`config.mk`:
```
export PLATFORM = sky130hd
export DESIGN_NAME = gf2m_mul_digit_hs
export DESIGN_NICKNAME = d
export VERILOG_FILES = /design/src/rtl/gf2m_mul_digit_hs.sv
export SDC_FILE = /design/constraint.sdc
export NUM_CORES = 2
export LEC_CHECK = 0
export CAP_MARGIN = 15
export CORE_MARGIN = 1.5
export CORE_UTILIZATION = 55
export CTS_CLUSTER_SIZE = 8
export DETAILED_ROUTE_END_ITERATION = 6
export PLACE_DENSITY = 0.78
export SKIP_CTS_REPAIR_TIMING = 1
export SLEW_MARGIN = 20
export SYNTH_ARGS = -nofsm -noshare
export SYNTH_HDL_FRONTEND = slang
export SYNTH_SLANG_ARGS = --single-unit
```
`constraint.sdc`:
```
create_clock -name clk -period 3 [get_ports clk]
set_clock_uncertainty 0.2 [all_clocks]
set_input_delay 0.3 -clock clk [delete_from_list [all_inputs] [get_ports clk]]
set_output_delay 0.3 -clock clk [all_outputs]
set_load 0.01 [all_outputs]
```
`src/rtl/gf2m_mul_digit_hs.sv`:
```
// Digit-serial GF(2^m) multiplier with optional accumulate and valid/ready handshakes.
// c(x) = a(x)*b(x) [+ acc(x)] mod f(x), with f a pentanomial or a trinomial.
// a(x) is consumed D coefficients per cycle, most significant digit first (Horner form).
module gf2m_mul_digit_hs #(
  parameter int WIDTH = 101,
  parameter int K3    = 7,
  parameter int K2    = 6,
  parameter int K1    = 1,
  parameter int D     = 16,
  parameter int PENTA = 1
) (
  input  logic             clk,
  input  logic             rst_b,
  input  logic             in_valid,
  output logic             in_ready,
  input  logic             mode,
  input  logic [WIDTH-1:0] op_a,
  input  logic [WIDTH-1:0] op_b,
  input  logic [WIDTH-1:0] acc_in,
  output logic             out_valid,
  input  logic             out_ready,
  output logic [WIDTH-1:0] op_c,
  output logic             busy
);

  localparam int NDIG = (WIDTH + D - 1) / D;
  localparam int PADW = NDIG * D;
  localparam int CW   = (NDIG > 1) ? $clog2(NDIG) : 1;

  // Reduction taps of f without the leading x^WIDTH term: x^WIDTH == TAPS (mod f).
  localparam logic [WIDTH-1:0] ONE  = {{(WIDTH-1){1'b0}}, 1'b1};
  localparam logic [WIDTH-1:0] TAPS = ONE | (ONE << K1) |
                                      ((PENTA != 0) ? ((ONE << K2) | (ONE << K3)) : '0);

  typedef enum logic [1:0] {
    S_IDLE = 2'd0,
    S_RUN  = 2'd1,
    S_DONE = 2'd2
  } state_t;

  state_t           r_state;
  state_t           w_state_next;
  logic [CW-1:0]    r_cnt;
  logic [PADW-1:0]  r_a;
  logic [WIDTH-1:0] r_b;
  logic [WIDTH-1:0] r_c;
  logic [WIDTH-1:0] r_acc;
  logic             r_in_ready;
  logic             r_out_valid;
  logic             r_busy;

  logic             w_load;
  logic             w_step;
  logic             w_last;
  logic [PADW-1:0]  w_a_pad;
  logic [D-1:0]     w_digit;
  logic [D-1:0]     w_hi;
  logic [WIDTH-1:0] w_hi_ext;
  logic [WIDTH-1:0] w_lo;
  logic [WIDTH-1:0] w_cx;
  logic [WIDTH-1:0] w_c_step;
  logic [WIDTH-1:0] w_bx [0:D-1];
  logic [WIDTH-1:0] w_pp [0:D];

  // Zero padding goes above the MSB so every coefficient keeps its weight.
  generate
    if (PADW > WIDTH) begin : g_pad
      assign w_a_pad = {{(PADW-WIDTH){1'b0}}, op_a};
    end else begin : g_nopad
      assign w_a_pad = op_a;
    end
  endgenerate

  assign w_digit = r_a[PADW-1 -: D];
  assign w_last  = (r_cnt == CW'(NDIG - 1));

  // b*x^k mod f for k = 0..D-1, each one a single multiply-by-x step of the previous.
  assign w_bx[0] = r_b;
  generate
    for (genvar gi = 1; gi < D; gi++) begin : g_bx
      assign w_bx[gi] = {w_bx[gi-1][WIDTH-2:0], 1'b0} ^
                        (w_bx[gi-1][WIDTH-1] ? TAPS : '0);
    end
  endgenerate

  // digit*b mod f as the XOR of the selected b*x^k terms (digit bit k has weight x^k).
  assign w_pp[0] = '0;
  generate
    for (genvar gi = 0; gi < D; gi++) begin : g_pp
      assign w_pp[gi+1] = w_pp[gi] ^ ({WIDTH{w_digit[gi]}} & w_bx[gi]);
    end
  endgenerate

  // c*x^D mod f: the D bits shifted past x^(WIDTH-1) are folded back once through the taps.
  // D <= WIDTH-K3 (or WIDTH-K1) keeps the folded bits below x^WIDTH, so one fold suffices.
  assign w_hi     = r_c[WIDTH-1 -: D];
  assign w_hi_ext = {{(WIDTH-D){1'b0}}, w_hi};
  assign w_lo     = r_c << D;
  assign w_cx     = w_lo ^ w_hi_ext ^ (w_hi_ext << K1) ^
                    ((PENTA != 0) ? ((w_hi_ext << K2) ^ (w_hi_ext << K3)) : '0);
  assign w_c_step = w_cx ^ w_pp[D];

  // Next-state and datapath control decode.
  always_comb begin
    w_state_next = r_state;
    w_load       = 1'b0;
    w_step       = 1'b0;
    case (r_state)
      S_IDLE: begin
        if (in_valid && r_in_ready) begin
          w_load       = 1'b1;
          w_state_next = S_RUN;
        end
      end
      S_RUN: begin
        w_step = 1'b1;
        if (w_last) begin
          w_state_next = S_DONE;
        end
      end
      S_DONE: begin
        if (out_ready) begin
          w_state_next = S_IDLE;
        end
      end
      default: begin
        w_state_next = S_IDLE;
      end
    endcase
  end

  // State register plus registered handshake/status outputs derived from the next state.
  always_ff @(posedge clk or negedge rst_b) begin
    if (!rst_b) begin
      r_state     <= S_IDLE;
      r_in_ready  <= 1'b0;
      r_out_valid <= 1'b0;
      r_busy      <= 1'b0;
    end else begin
      r_state     <= w_state_next;
      r_in_ready  <= (w_state_next == S_IDLE);
      r_out_valid <= (w_state_next == S_DONE);
      r_busy      <= (w_state_next != S_IDLE);
    end
  end

  // Operand capture on accept, then one Horner step per RUN cycle; acc is added on the last.
  always_ff @(posedge clk or negedge rst_b) begin
    if (!rst_b) begin
      r_a   <= '0;
      r_b   <= '0;
      r_c   <= '0;
      r_acc <= '0;
      r_cnt <= '0;
    end else if (w_load) begin
      r_a   <= w_a_pad;
      r_b   <= op_b;
      r_acc <= mode ? acc_in : '0;
      r_c   <= '0;
      r_cnt <= '0;
    end else if (w_step) begin
      r_a <= r_a << D;
      if (w_last) begin
        r_c   <= w_c_step ^ r_acc;
        r_cnt <= '0;
      end else begin
        r_c   <= w_c_step;
        r_cnt <= r_cnt + CW'(1);
      end
    end
  end

  assign in_ready  = r_in_ready;
  assign out_valid = r_out_valid;
  assign busy      = r_busy;
  assign op_c      = r_c;

endmodule
```
==> impl_metrics.ini <==
[status]
outcome = finished, violations left
violations = DRC, hold timing

[setup_path]
cp.arrival_ps = 3090
rr_worst_depth = 7
startpoint_type = flip-flop
crit_path_max_incr_delay_ps = 790
r2r_start = r_a[110]$_DFFE_PN0P_
reg2reg_to = op_c[96]$_DFFE_PN0P_
cpMaxStageDelayCell = dfrtp_4
cp.required_ps = 3310
crit_path_end_kind = flip-flop
worstPathCellList = buf_12 > nand2_1 > xor2_1 > xnor2_1 > xnor2_1 > xnor2_1 > o21ai_0
rrSetupSlack_ps = 210
path_class = reg2reg
worstPathMaxFanout = 33
critPathMostFrequentCell = xnor2_1

[drt]
routed_wl_um = 141000
drt-initial-drc-count = 5012
drc = 42
drtPass1Iterations = 7
wl_per_cell_um = 20.8
vias_per_cell = 5.70
ant_nets = 0
vias = 38800

[yosys]
synth_edf_count = 0
synth.distinct_cells = 39
syn_avg_cell_area_um2 = 7.19
async_flop_share_pct = 100
syn_nets = 5889
yosys_register_bits = 423
ys_warn_count = 0
ys_seq_area_share_pct = 26.4
yosys.area.top_type = xnor2_1
synth_area_um2 = 40100
netlist_top_cells_area = xnor2_1, dfrtp_1, nand2_1, xor2_1, clkbuf_1
yosys.area.top_type_share_pct = 30.7
synth_flop_cell = dfrtp_1
synthCells = 5581

[layout]
syn_to_final_growth_pct = 20.1
nFillCells = 6003
final_nets = 6155
diodes = 0
multi_input_area_um2 = 27300
drive_gt1_share_pct = 7.06
seq_area_um2 = 10600

[power_and_ir_drop]
clockPowerShare_pct = 9.4
cell_internal_pwr_mw = 34.0
p_seq_share_pct = 21.1
comb_power_share_pct = 69.4
p_sw_mw = 33.0
switching_share_pct = 49.3
ir_worst_vdd_mv = 0.797
fin_total_pwr_mw = 67.0
power_density_nw_per_um2 = 1390
leakagePower_nw = 18.4

[floorplanning]
die_x_um = 273
ios = 412
initial_core_util_pct = 55.8
core-area_um2 = 71900
die_area_um2 = 74600
die_h_um = 273
placement_rows = 98

[run]
drv_cap = 0

[sta]
fmax_mhz = 359
finalSetupViolations = 0
maxSlewHeadroom_pct = 43.8
min_period_over_period_pct = 92.9
hold_viol_final = 17
tightest_slew_ps = 843
rsz0062_at_grt = no
hold_ws_ps = -15.8
setup_slack_ps = 213
maxSlewViolCount = 0
final.setup.tns_ps = 0
period_minus_slack_ps = 2790

[clock_tree]
clockBufferDepth = 3
cts.clk_slew.worst_paths_ps = 60
root_buffer = clkbuf_16
cts_max_level = 2
clock_sinks = 423
cts_buffers = 60
tritoncts = yes
clk_latency_ps = 660

[global_route]
grt_pass1_wl_um = 218000
grt-ovfl-total = 0
grt_antenna_before_repair = 1
grt_max_degree = 102
gr-max-usage-layer = met2
grt_pass1_vias = 37900
use_met3_pct = 7.60
grt_usage_pct = 37.2
grtUsageMet1_pct = 47.6
grt_use_met2_pct = 59.2

[placement]
dp_slack_ps = 244
place_congestion = 0.956
dpl.hpwl_um = 98800
port_buffers = 411

[min_path]
hold_end = r_b[4]$_DFFE_PN0P_
min_path_cells = 3
hold_start = op_b[4]
min_path_type = in2reg
[cells in the mapped netlist, types with 3 or more instances]
| cell type | instances |
|---|---|
| a22o_1 | 15 |
| a222oi_1 | 85 |
| a21oi_1 | 43 |
| dfrtp_1 | 423 |
| buf_1 | 114 |
| clkbuf_1 | 386 |
| nor4_1 | 3 |
| or2_2 | 13 |
| o21ai_1 | 3 |
| xor2_1 | 357 |
| inv_1 | 91 |
| nand2_1 | 2333 |
| xor2_2 | 10 |
| nand2b_1 | 3 |
| nor2_1 | 11 |
| o22ai_1 | 4 |
| xnor2_1 | 1408 |
| buf_2 | 7 |
| nand3_1 | 124 |
| nor3_1 | 15 |
| o21ai_0 | 107 |
| a211oi_1 | 3 |
[state kept, by name (all words and copies together) (netlist names)]
name,flops
in_ready,1
r_acc,101
r_a,112
r_state,2
busy,1
out_valid,1
r_cnt,3
r_b,101
op_c,101
[per-layer routing]
metal  vias to the layer above  routed length (um)
li1                      17500                   -
met1                     18300               53100
met2                      2536               63500
met3                       513               16800
met4                         2                7930
met5                         -                  13
[critical path, delay by kind of cell (launching register included)]
| kind | cells | cell delay [ps] |
|---|---|---|
| flip-flops | 1 | 790 |
| XOR/XNOR | 4 | 1080 |
| AND/OR/NAND/NOR | 1 | 90 |
| buffers and inverters | 1 | 280 |
| AO/OA/AOI/OAI | 1 | 160 |
[power by group through the flow]
stage / logic (mW) / registers, mW / clock network (mW)
after floorplan: 34.7 / 10.1 / 0
after CTS: 46.0 / 13.8 / 6.38
after global placement: 44.8 / 13.9 / 0
final: 46.5 / 14.2 / 6.32
after detailed placement: 45.8 / 13.9 / 0
after global routing: 49.8 / 14.2 / 6.60
[final cells by class]
class,count,area share (%)
clock buffer,72,3.27
clock inverter,5,0.184
inverter,91,0.709
multi-input combinational,4557,56.6
sequential,423,22.1
tap,950,2.47
timing repair buffer,714,14.6
[kinds of logic after synthesis]
| family | synth area share (%) |
|---|---|
| multiplexers | 0.0250 |
| flip-flops | 26.4 |
| AO/OA/AOI/OAI | 4.68 |
| AND/OR/NAND/NOR | 24.1 |
| XOR/XNOR | 39.2 |
| buffers and inverters | 5.67 |
[how the worst max path moves through the flow]
stage,startpoint,endpoint,cells after the start,slack (ps)
finish,r_a[110]$_DFFE_PN0P_,op_c[96]$_DFFE_PN0P_,7,210
floorplan,r_b[92]$_DFFE_PN0P_,op_c[7]$_DFFE_PN0P_,9,440
global route,r_b[95]$_DFFE_PN0P_,op_c[7]$_DFFE_PN0P_,8,70
CTS,r_b[97]$_DFFE_PN0P_,op_c[7]$_DFFE_PN0P_,8,250
global placement,r_b[97]$_DFFE_PN0P_,op_c[7]$_DFFE_PN0P_,8,340
detailed placement,r_b[97]$_DFFE_PN0P_,op_c[7]$_DFFE_PN0P_,8,240
[stage by stage]
stage / std cells / hold slack, ps / instance area (um2) / utilization [%]
after floorplan: 5581 / -196 / 40100 / -
after global placement: 6730 / 128 / 46500 / 64.7
after detailed placement: 6730 / 128 / 46500 / 64.7
after CTS: 6807 / -549 / 48100 / 67.0
after global routing: 6812 / -0.0115 / 48200 / 67.0
final: 6812 / -15.8 / 48200 / 67.0
[cell usage in the layout, fill, tap and decap left out, types with 60 or more instances in the layout]
cell                n
xor2_1            357
inv_1              91
nand3_1           124
nand2_1          2333
a222oi_1           85
clkbuf_16          60
o21ai_0           107
clkdlybuf4s50_1   409
xnor2_1          1408
buf_4             248
dfrtp_1           407
(Power assumes the default switching activity.)
